==> config.mk <==
export PLATFORM = sky130hd
export DESIGN_NAME = serial_adder
export DESIGN_NICKNAME = d
export VERILOG_FILES = /design/src/rtl/serial_adder.sv
export SDC_FILE = /design/constraint.sdc
export NUM_CORES = 1
export LEC_CHECK = 0
export ABC_AREA = 1
export BUFFER_PORTS_ARGS = -buffer_cell sky130_fd_sc_hd__buf_2
export CORE_ASPECT_RATIO = 1.75
export CORE_MARGIN = 2
export CORE_UTILIZATION = 40
export CTS_CLUSTER_SIZE = 14
export DETAILED_ROUTE_END_ITERATION = 12
export GPL_TIMING_DRIVEN = 0
export HOLD_SLACK_MARGIN = 0.05
export PLACE_DENSITY = 0.61
export SETUP_SLACK_MARGIN = 0.4
export SKIP_LAST_GASP = 1
export SLEW_MARGIN = 20
export SYNTH_ARGS = -nofsm -noshare
export SYNTH_HDL_FRONTEND = slang
export SYNTH_HIERARCHICAL = 1
export SYNTH_SLANG_ARGS = --single-unit
==> constraint.sdc <==
create_clock -name clk -period 1.1 [get_ports clk]
set_input_delay 0.055 -clock clk [delete_from_list [all_inputs] [get_ports clk]]
set_output_delay 0.055 -clock clk [all_outputs]
set_load 0.05 [all_outputs]
==> src/rtl/serial_adder.sv <==
// Bit-serial adder: {cout,sum} = a + b + cin, one bit per clock through a half-adder pair plus OR.
// Latency WIDTH+1 edges from start to done; start is ignored while busy, so no backpressure beyond busy.

module half_adder (
    input  logic x,
    input  logic y,
    output logic s,
    output logic c
);
    assign s = x ^ y;
    assign c = x & y;
endmodule

module serial_adder #(
    parameter int WIDTH = 8
) (
    input  logic             clk,
    input  logic             rst,
    input  logic             start,
    input  logic [WIDTH-1:0] a,
    input  logic [WIDTH-1:0] b,
    input  logic             cin,
    output logic             busy,
    output logic             done,
    output logic [WIDTH-1:0] sum,
    output logic             cout
);
    localparam int CW = $clog2(WIDTH + 1);
    localparam logic [CW-1:0] LAST = CW'(WIDTH - 1);

    typedef enum logic [1:0] {IDLE, ADD, DONE} state_t;

    state_t          state, state_nxt;
    logic [WIDTH-1:0] ra, rb, rs, rs_next;
    logic            c, c_next, s;
    logic [CW-1:0]   cnt;
    logic            capture, step, finish;
    logic            p, g, t;

    // Full-adder slice: first cell forms propagate/generate, second folds in the carry.
    half_adder u_ha0 (.x(ra[0]), .y(rb[0]), .s(p), .c(g));
    half_adder u_ha1 (.x(p),     .y(c),     .s(s), .c(t));
    assign c_next = g | t;

    generate
        if (WIDTH == 1) begin : g_rs1
            assign rs_next = s;
        end else begin : g_rsn
            assign rs_next = {s, rs[WIDTH-1:1]};
        end
    endgenerate

    always_comb begin
        state_nxt = state;
        capture   = 1'b0;
        step      = 1'b0;
        finish    = 1'b0;
        case (state)
            IDLE: begin
                if (start) begin
                    capture   = 1'b1;
                    state_nxt = ADD;
                end
            end
            ADD: begin
                step = 1'b1;
                if (cnt == LAST) begin
                    finish    = 1'b1;
                    state_nxt = DONE;
                end
            end
            DONE: begin
                if (start) begin
                    capture   = 1'b1;
                    state_nxt = ADD;
                end else begin
                    state_nxt = IDLE;
                end
            end
            default: state_nxt = IDLE;
        endcase
    end

    always_ff @(posedge clk) begin
        if (rst) begin
            state <= IDLE;
        end else begin
            state <= state_nxt;
        end
    end

    always_ff @(posedge clk) begin
        if (rst) begin
            ra   <= '0;
            rb   <= '0;
            rs   <= '0;
            c    <= 1'b0;
            cnt  <= '0;
            sum  <= '0;
            cout <= 1'b0;
            busy <= 1'b0;
            done <= 1'b0;
        end else begin
            busy <= (state_nxt == ADD);
            done <= finish;
            if (capture) begin
                ra  <= a;
                rb  <= b;
                c   <= cin;
                cnt <= '0;
            end else if (step) begin
                ra  <= ra >> 1;
                rb  <= rb >> 1;
                rs  <= rs_next;
                c   <= c_next;
                cnt <= cnt + CW'(1);
            end
            // Result registers move only on the completing edge.
            if (finish) begin
                sum  <= rs_next;
                cout <= c_next;
            end
        end
    end
endmodule

==> results.ini, run 1 <==
[pwr]
cellLeakagePower_nw=1.34
p_int_mw=2.39
ir_drop_mv=1.12
power_mw=3.37
swShare=0.290
power.density_nw_per_um2=1140
p_switching_mw=0.978
clkPwrFrac=0.282
p_seq_frac=0.484
combPwrFrac=0.233

[setup_path]
end_kind=flip-flop
crit_path_start_kind=flip-flop
arrival_ps=1440
worstPathCellList=ha_4 > nand2_4 > nor2_4 > nand2_4 > buf_8 > nand2_2 > nand2_2 > nor2_1
cp_slowest_cell=dfxtp_2
criticalPathCategory=reg -> reg
crit_fanout=5
cp_slowest_stage_delay_ps=360
cp_num_buf_inv=1
critical-path-top-delay-family=simple AND/OR/NAND/NOR gates
cp.required_ps=1330

[clock_network]
cts-root-buf=clkbuf_8
clockBufferDepth=2
cts.sinks=41
clkSlewWorstSetupHoldPaths_ps=80
cts_tree=yes
cts.hold.buffers_added=2
clk_latency_ps=290
cts_buffers=5
htree_levels=2

[routing]
finalWirelength_um=5140
via_count=1803
dr.pass1.iters=4
drcViolationCount=0
drt_iter0_drc=17
vias_per_cell=4.85
ant_nets=0
wl_per_cell_um=13.8

[global_route]
grt_pass1_wl_um=8200
track_usage=0.226
grt_overflow=0
grt_max_degree=13
antenna_found_initial=0
grt_pass1_vias=1760

[cells_and_area]
antennaDiodeCount=0
multiInputGateArea_um2=1060
regArea_um2=843
n_fill_cell=376
drive_above_1_share=0.474
final_cell_mix=nand2_1, inv_1, nor2_1, dfxtp_1, buf_2
syn2layout_area_growth_pct=64.8
fin_cells=372
final_common_cell=nand2_1
final_nets=343
stdcell_area_um2=2950

[yosys]
syn_area_per_cell_um2=7.12
yosys_warnings=6
ys_seq_elements=41
syn_inst=251
synth_sequential_area_ratio=0.459
synth_area_um2=1790
syn-num-nets=274
synth.distinct_cells=18

[placement]
pre_cts_slack_ps=-166
place_inst=332
place.gp.congestion=0.763
post_dp_cell_area_um2=2200
hpwl_um=3040
io_buffers=30

[floorplanning]
start_util=0.410
design.core.area_um2=4360
dieArea_um2=5040
rows=32
num_io_pins=31
die_w_um=54.5
die_h_um=92.4

[sta]
fmaxAchievable_mhz=825
period_needed_ps=1210
worstMarginPinSlew_ps=495
setup_viol=23
finalHoldViolations=0
rsz0062_at_grt=yes
setup_slack_ps=-111
setup_tns_ps=-1190
fin_crit_sh=1.10
slew_headroom=0.670
clock_skew_ps=1.76
slew_viol_final=0

[run_status]
violations=setup timing
status=finished, violations left

[hold_path]
hp-class=in -> reg

[run]
maxCapViolations=0

## registers in the layout (all words and copies together) (netlist names)
register  flops
rs            7
ra            8
busy          1
state         2
done          1
c             1
rb            8
cout          1
cnt           4
sum           8
## cell usage after synthesis
library cell	number	area, um^2
dfxtp_1	41	821
inv_4	1	6.26
buf_4	3	22.5
buf_6	3	33.8
nor2_1	32	120
buf_8	1	15.0
nand2_2	2	12.5
o21ai_0	22	110
clkbuf_1	2	7.51
buf_2	1	5.00
a21oi_1	21	105
nand3_1	26	130
nor2_2	2	12.5
inv_2	2	7.51
inv_1	36	135
nand2_1	52	195
ha_1	3	37.5
nor2_4	1	11.3
## kinds of logic (layout without fill, tap and decap cells)
logic type,count (synthesis),count (layout),share of synthesized area
flops,41,41,0.459
simple gates,115,116,0.269
compound gates,43,43,0.120
buf+inv,49,118,0.130
fa+ha+maj,3,3,0.0210
## through the flow
step	hold WS [ps]	util
after global routing	34.1	0.675
final	33.4	0.675
after CTS	13.7	0.625
after floorplan	139	-
after global placement	299	0.503
after detailed placement	310	0.503
## worst register-to-register path, cell delays in order, from the launching register on
cell and delay [ps]:
dfxtp_2 360, ha_4 170, nand2_4 60, nor2_4 140
nand2_4 80, buf_8 140, nand2_2 50, nand2_2 40
nor2_1 100
## metal layers
metal	GRT usage	up-vias	wire [um]
met3	0.0435	9	152
met1	0.237	846	1880
met2	0.399	29	2980
met5	0	-	0
met4	0.117	0	125
li1	-	919	-
## final timing paths
check / from / to / slack (ps) / depth (start not counted)
max reg2reg: cnt[1] / cout / -110 / 8
min reg2reg: rb[4] / rb[3] / 470 / 2
max: cnt[1] / cout / -110 / 8
min: rst / done / 30 / 2
## final cells by class
cell class	count	share of cell area
Clock inverter	2	0.00340
Clock buffer	6	0.0246
Timing Repair Buffer	61	0.203
Multi-Input combinational cell	162	0.359
Inverter	39	0.0565
Buffer	10	0.0454
Tap cell	51	0.0217
Sequential cell	41	0.286
## power by group through the flow
stage | clock network [mW] | registers, mW | logic, mW
2_1_floorplan | 0 | 1.66 | 0.382
3_3_place_gp | 0 | 1.66 | 0.516
3_5_place_dp | 0 | 1.66 | 0.523
4_1_cts | 0.974 | 1.63 | 0.724
5_1_grt | 1.02 | 1.64 | 0.854
6_report | 0.952 | 1.63 | 0.787
## what timing repair did
item,CTS,global route
endpoints found under the setup margin,52,52
pin swaps,7,14
resized for setup,71,48
buffers inserted,18,6
endpoints found under the hold margin,3,1
cloned,5,1
No activity file was read; power rests on OpenSTA's default activity.
==> run 2, diff against run 1 <==
--- a/config.mk
+++ b/config.mk
@@ -5,7 +5,6 @@
 export SDC_FILE = /design/constraint.sdc
 export NUM_CORES = 1
 export LEC_CHECK = 0
-export ABC_AREA = 1
 export BUFFER_PORTS_ARGS = -buffer_cell sky130_fd_sc_hd__buf_2
 export CORE_ASPECT_RATIO = 1.75
 export CORE_MARGIN = 2
==> results.ini, run 2 <==
[cells_and_area]
final_common_cell=dfxtp_1  ; was nand2_1
multiInputGateArea_um2=1240  ; was 1060 um^2
n_fill_cell=255  ; was 376
antennaDiodeCount=0  ; unchanged
fin_util=0.782  ; was 0.675
final_nets=293  ; was 343
stdcell_area_um2=3210  ; was 2950 um^2
regArea_um2=847  ; was 843 um^2
syn2layout_area_growth_pct=89.2  ; was 64.8%
final_cell_mix=dfxtp_1, buf_2, buf_8  ; was nand2_1, inv_1, nor2_1, dfxtp_1, buf_2
drive_above_1_share=0.653  ; was 0.474
reg_top3=ra x8, rb x8, sum x8  ; unchanged
fin_cells=320  ; was 372

[routing]
met1_length_um=1990  ; was 1880 um
dr.pass1.iters=4  ; unchanged
drcViolationCount=0  ; unchanged
via_count=1713  ; was 1803
top_layer=met4  ; unchanged
ant_nets=0  ; unchanged
drt_iter0_drc=22  ; was 17
wl_met3_um=134  ; was 152 um
vias_per_cell=5.35  ; was 4.85
dr_wl_met2_um=3360  ; was 2980 um
wl_per_cell_um=17.6  ; was 13.8 um
finalWirelength_um=5620  ; was 5140 um

[pwr]
power_mw=3.77  ; was 3.37 mW
power.density_nw_per_um2=1170  ; was 1140 nW/um^2
p_int_mw=2.77  ; was 2.39 mW
cellLeakagePower_nw=1.31  ; was 1.34 nW
p_seq_frac=0.427  ; was 0.484
p_switching_mw=1.00  ; was 0.978 mW
ir_drop_mv=1.08  ; was 1.12 mV
clkPwrFrac=0.338  ; was 0.282
swShare=0.265  ; was 0.290
combPwrFrac=0.235  ; was 0.233

[setup_path]
cp_slowest_cell=or4_4  ; was dfxtp_2
reg2reg_slack_ps=-290  ; was -110 ps
crit_path_start_kind=flip-flop  ; unchanged
cpMostUsedCell=ha_4
cp.depth=5  ; was 8
reg2reg_to=cout  ; unchanged
cp_num_buf_inv=0  ; was 1
worstPathCellList=ha_4 > ha_4 > nor2_4 > or4_4 > o21ai_1  ; was ha_4 > nand2_4 > nor2_4 > nand2_4 > buf_8 > nand2_2 > nand2_2 > nor2_1
criticalPathCategory=reg -> reg  ; unchanged
end_kind=flip-flop  ; unchanged
cp.required_ps=1320  ; was 1330 ps
crit_fanout=2  ; was 5
critical-path-top-delay-family=simple AND/OR/NAND/NOR gates  ; unchanged
r2r_cells=5  ; was 8
cp_slowest_stage_delay_ps=420  ; was 360 ps
arrival_ps=1610  ; was 1440 ps
r2r_start=rb[0]  ; was cnt[1]

[global_route]
grt_pass1_vias=1672  ; was 1760
track_usage=0.233  ; was 0.226
antenna_found_initial=0  ; unchanged
grt_overflow=0  ; unchanged
grt_pass1_wl_um=8160  ; was 8200 um
grt_max_degree=13  ; unchanged

[clock_network]
clkSlewWorstSetupHoldPaths_ps=80  ; about the same
clk_latency_ps=300  ; was 290 ps
cts.sinks=41  ; unchanged
htree_levels=2  ; unchanged
cts.hold.buffers_added=5  ; was 2
cts_tree=yes  ; unchanged
cts-root-buf=clkbuf_8  ; unchanged
cts_buffers=5  ; unchanged
clockBufferDepth=2  ; unchanged

[sta]
whs_ps=40.0  ; was 33.4 ps
setup_viol=41  ; was 23
slew_headroom=0.701  ; was 0.670
slew_viol_final=0  ; unchanged
setup_tns_ps=-5510  ; was -1190 ps
period_needed_ps=1390  ; was 1210 ps
clock_skew_ps=6.93  ; was 1.76 ps
setup_slack_ps=-291  ; was -111 ps
finalHoldViolations=0  ; unchanged
fmaxAchievable_mhz=719  ; was 825 MHz
worstMarginPinSlew_ps=449  ; was 495 ps
rsz0062_at_grt=yes  ; unchanged
fin_crit_sh=1.26  ; was 1.10

[floorplanning]
num_io_pins=31  ; unchanged
die_h_um=90.2  ; was 92.4 um
die_w_um=53.3  ; was 54.5 um
start_util=0.413  ; was 0.410
rows=31  ; was 32
design.core.area_um2=4110  ; was 4360 um^2
dieArea_um2=4810  ; was 5040 um^2

[hold_path]
hp-class=in -> reg  ; unchanged
hold_end=rb[5]  ; was done
hold_path_depth=3  ; was 2
min_from=b[5]  ; was rst

[placement]
place.gp.congestion=0.678  ; was 0.763
hpwl_um=2760  ; was 3040 um
io_buffers=29  ; was 30
post_dp_cell_area_um2=2070  ; was 2200 um^2
pre_cts_slack_ps=-199  ; was -166 ps
place_inst=272  ; was 332

[yosys]
synth_edf_count=0  ; unchanged
synth_top_area_cell=dfxtp_1  ; unchanged
synth.distinct_cells=27  ; was 18
async_flop_share=0  ; unchanged
synthTopCellsByArea=dfxtp_1, nand2_1, nand2b_1, a311oi_1, mux2i_1  ; was dfxtp_1, nand2_1, inv_1, nand3_1, nor2_1
ys_seq_elements=41  ; unchanged
syn-num-nets=217  ; was 274
netlist.area_leader.share=0.483  ; was 0.459
yosys-top-cells-count=nand2_1, dfxtp_1, nand2b_1, nor2_1, a21oi_1  ; was nand2_1, dfxtp_1, inv_1, nor2_1, nand3_1
synthFlopType=dfxtp_1  ; unchanged
synth_most_common_cell=nand2_1  ; unchanged
syn_area_per_cell_um2=8.76  ; was 7.12 um^2
synth_sequential_area_ratio=0.483  ; was 0.459
syn_inst=194  ; was 251
synth_area_um2=1700  ; was 1790 um^2
yosys_warnings=6  ; unchanged

[run]
maxCapViolations=0  ; unchanged

[run_status]
status=finished, violations left  ; unchanged
violations=setup timing  ; unchanged

## run 2: worst max path at each step
stage	startpoint	slack [ps]	endpoint
global placement	ra[0]	-170	cout
floorplan	ra[0]	-130	cout
global route	rb[0]	-320	cout
detailed placement	cnt[0]	-200	sum[6]
CTS	ra[0]	-230	cout
finish	rb[0]	-290	cout
## run 2: cells by family (layout without fill, tap and decap cells)
group                      after synthesis  after routing  synth area share
adders and majority gates                3              3            0.0221
and+or+nand+nor                         94             94             0.261
buffers and inverters                   14             91            0.0486
DFF                                     41             41             0.483
AOI/OAI and AO/OA                       31             31             0.121
xor gates and xnor gates                 2              2            0.0103
muxes                                    9              9            0.0530
## run 2: area by class of cell
type | instances | area share
timing repair buffer | 69 | 0.250
tap | 49 | 0.0191
buffer | 14 | 0.0455
clock buffer | 7 | 0.0269
multi-input combinational | 139 | 0.386
clock inverter | 1 | 0.00934
sequential | 41 | 0.264
## run 2: timing repair
action | CTS | global route
hold endpoints to repair | 13 | 2
setup endpoints to repair | 52 | 52
gates resized for setup | 88 | 67
pin swaps | 32 | 24
buffers inserted | 24 | 5
cloned | 5 | 1
## run 2: power groups by stage
stage          Combinational, mW  Clock (mW)  Sequential (mW)
2_1_floorplan              0.290           0             1.64
3_3_place_gp               0.408           0             1.63
3_5_place_dp               0.409           0             1.63
4_1_cts                    0.717        1.29             1.60
5_1_grt                    0.936        1.36             1.62
6_report                   0.886        1.27             1.61
## run 2: worst reg2reg max path, cell delays in order, from the launching register on
cell and delay, ps:
dfxtp_2 340, ha_4 260, ha_4 140, nor2_4 40, or4_4 420, o21ai_1 100
## run 2: per-layer routing
metal | global-route usage | up-vias
li1 | - | 813
met1 | 0.248 | 855
met2 | 0.429 | 34
met3 | 0.0465 | 11
met4 | 0.0726 | 0
met5 | 0 | -
==> run 3, diff against run 2 <==
--- a/config.mk
+++ b/config.mk
@@ -14,6 +14,7 @@
 export GPL_TIMING_DRIVEN = 0
 export HOLD_SLACK_MARGIN = 0.05
 export PLACE_DENSITY = 0.61
+export RECOVER_POWER = 100
 export SETUP_SLACK_MARGIN = 0.4
 export SKIP_LAST_GASP = 1
 export SLEW_MARGIN = 20
==> results.ini, run 3 (same netlist as run 2, synthesis figures left out) <==
[run_status]
status=finished, violations left  ; unchanged
violations=setup timing  ; unchanged

[setup_path]
end_kind=flip-flop  ; unchanged
cpMostUsedCell=ha_4  ; unchanged
crit_fanout=2  ; unchanged
cp_num_buf_inv=0  ; unchanged
cp_slowest_cell=or4_4  ; unchanged
arrival_ps=1610  ; about the same
cp.required_ps=1320  ; about the same
cp_slowest_stage_delay_ps=420  ; about the same
crit_path_start_kind=flip-flop  ; unchanged
critical-path-top-delay-family=simple AND/OR/NAND/NOR gates  ; unchanged
criticalPathCategory=reg -> reg  ; unchanged
worstPathCellList=ha_4 > ha_4 > nor2_4 > or4_4 > o21ai_1  ; unchanged

[cells_and_area]
antennaDiodeCount=0  ; unchanged
final_common_cell=dfxtp_1  ; unchanged
n_fill_cell=264  ; was 255
drive_above_1_share=0.653  ; unchanged
fin_util=0.756  ; was 0.782
final_cell_mix=dfxtp_1, buf_2, nand2_1, nand2b_1, dfxtp_2  ; was dfxtp_1, buf_2, buf_8
syn2layout_area_growth_pct=82.9  ; was 89.2%
regArea_um2=847  ; unchanged
stdcell_area_um2=3110  ; was 3210 um^2
fin_cells=320  ; unchanged
final_nets=293  ; unchanged
reg_top3=ra x8, rb x8, sum x8  ; unchanged
multiInputGateArea_um2=1240  ; unchanged

[global_route]
gr-usage-met1=0.248  ; unchanged
grt_pass1_wl_um=8160  ; unchanged
grt_use_met3=0.0465  ; unchanged
grt_overflow=0  ; unchanged
grt_max_degree=13  ; unchanged
grt_pass1_vias=1672  ; unchanged
grt_busiest_layer=met2  ; unchanged
grtUsageMet2=0.429  ; unchanged
antenna_found_initial=0  ; unchanged
track_usage=0.233  ; unchanged

[sta]
setup_viol=41  ; unchanged
setup_slack_ps=-291  ; about the same
slew_viol_final=0  ; unchanged
whs_ps=40.0  ; about the same
clock_skew_ps=6.99  ; was 6.93 ps
rsz0062_at_grt=yes  ; unchanged
fin_crit_sh=1.26  ; about the same
fmaxAchievable_mhz=719  ; about the same
worstMarginPinSlew_ps=449  ; about the same
setup_tns_ps=-5530  ; was -5510 ps
finalHoldViolations=0  ; unchanged
slew_headroom=0.701  ; about the same
period_needed_ps=1390  ; about the same

[floorplanning]
die_w_um=53.3  ; unchanged
die_h_um=90.2  ; unchanged
design.core.area_um2=4110  ; unchanged
start_util=0.413  ; unchanged
num_io_pins=31  ; unchanged
rows=31  ; unchanged
dieArea_um2=4810  ; unchanged

[hold_path]
hp-class=in -> reg  ; unchanged

[placement]
hpwl_um=2760  ; unchanged
io_buffers=29  ; unchanged
post_dp_cell_area_um2=2070  ; unchanged
pre_cts_slack_ps=-199  ; unchanged
place_inst=272  ; unchanged
place.gp.congestion=0.678  ; unchanged

[routing]
drcViolationCount=0  ; unchanged
via_count=1712  ; was 1713
dr.pass1.iters=4  ; unchanged
drt_iter0_drc=25  ; was 22
ant_nets=0  ; unchanged
wl_per_cell_um=17.6  ; about the same
vias_per_cell=5.35  ; about the same
finalWirelength_um=5650  ; was 5620 um

[clock_network]
cts.hold.buffers_added=5  ; unchanged
clockBufferDepth=2  ; unchanged
clkSlewWorstSetupHoldPaths_ps=80  ; about the same
htree_levels=2  ; unchanged
cts_buffers=5  ; unchanged
cts-root-buf=clkbuf_8  ; unchanged
cts.sinks=41  ; unchanged
cts_tree=yes  ; unchanged
clk_latency_ps=300  ; about the same

[pwr]
ir_drop_mv=1.08  ; about the same
power.density_nw_per_um2=1210  ; was 1170 nW/um^2
power_mw=3.77  ; about the same
cellLeakagePower_nw=1.28  ; was 1.31 nW

[run]
maxCapViolations=0  ; unchanged

-- run 3: worst paths after layout --
kind / startpoint / slack [ps] / end / depth (start not counted)
max: rb[0] / -290 / cout / 5
min: b[5] / 40 / rb[5] / 3
max reg2reg: rb[0] / -290 / cout / 5
min reg2reg: sum[3] / 480 / sum[3] / 2
-- run 3: metal layers --
layer | routed length [um] | up-vias
met1 | 2010 | 854
met2 | 3350 | 34
met3 | 141 | 11
li1 | - | 813
met4 | 138 | 0
met5 | 0 | -
-- run 3: area by class of cell --
class,count,area share
clock inverters,1,0.00966
multi-input cells,139,0.399
clock buffers,7,0.0278
repair buffers,69,0.224
flip-flops and latches,41,0.273
plain buffers,14,0.0471
well taps,49,0.0197
-- run 3: worst register-to-register path: stages (launching register included) --
cell and delay [ps]:
dfxtp_2 340, ha_4 260, ha_4 140, nor2_4 40
or4_4 420, o21ai_1 100
-- run 3: timing repair --
item                       4_1_cts  5_1_grt
pin swaps                       32       24
setup buffers                   24        5
gates cloned                     5        1
hold endpoints to repair        13        2
setup endpoints to repair       52       52
gates resized for setup         88       67
-- run 3: power breakdown --
group | switching [mW] | total, mW | internal, mW | leakage (nW)
logic | 0.406 | 0.881 | 0.475 | 0.878
clock network | 0.533 | 1.27 | 0.740 | 0.0585
registers | 0.0597 | 1.61 | 1.55 | 0.343
total | 0.999 | 3.77 | 2.77 | 1.28
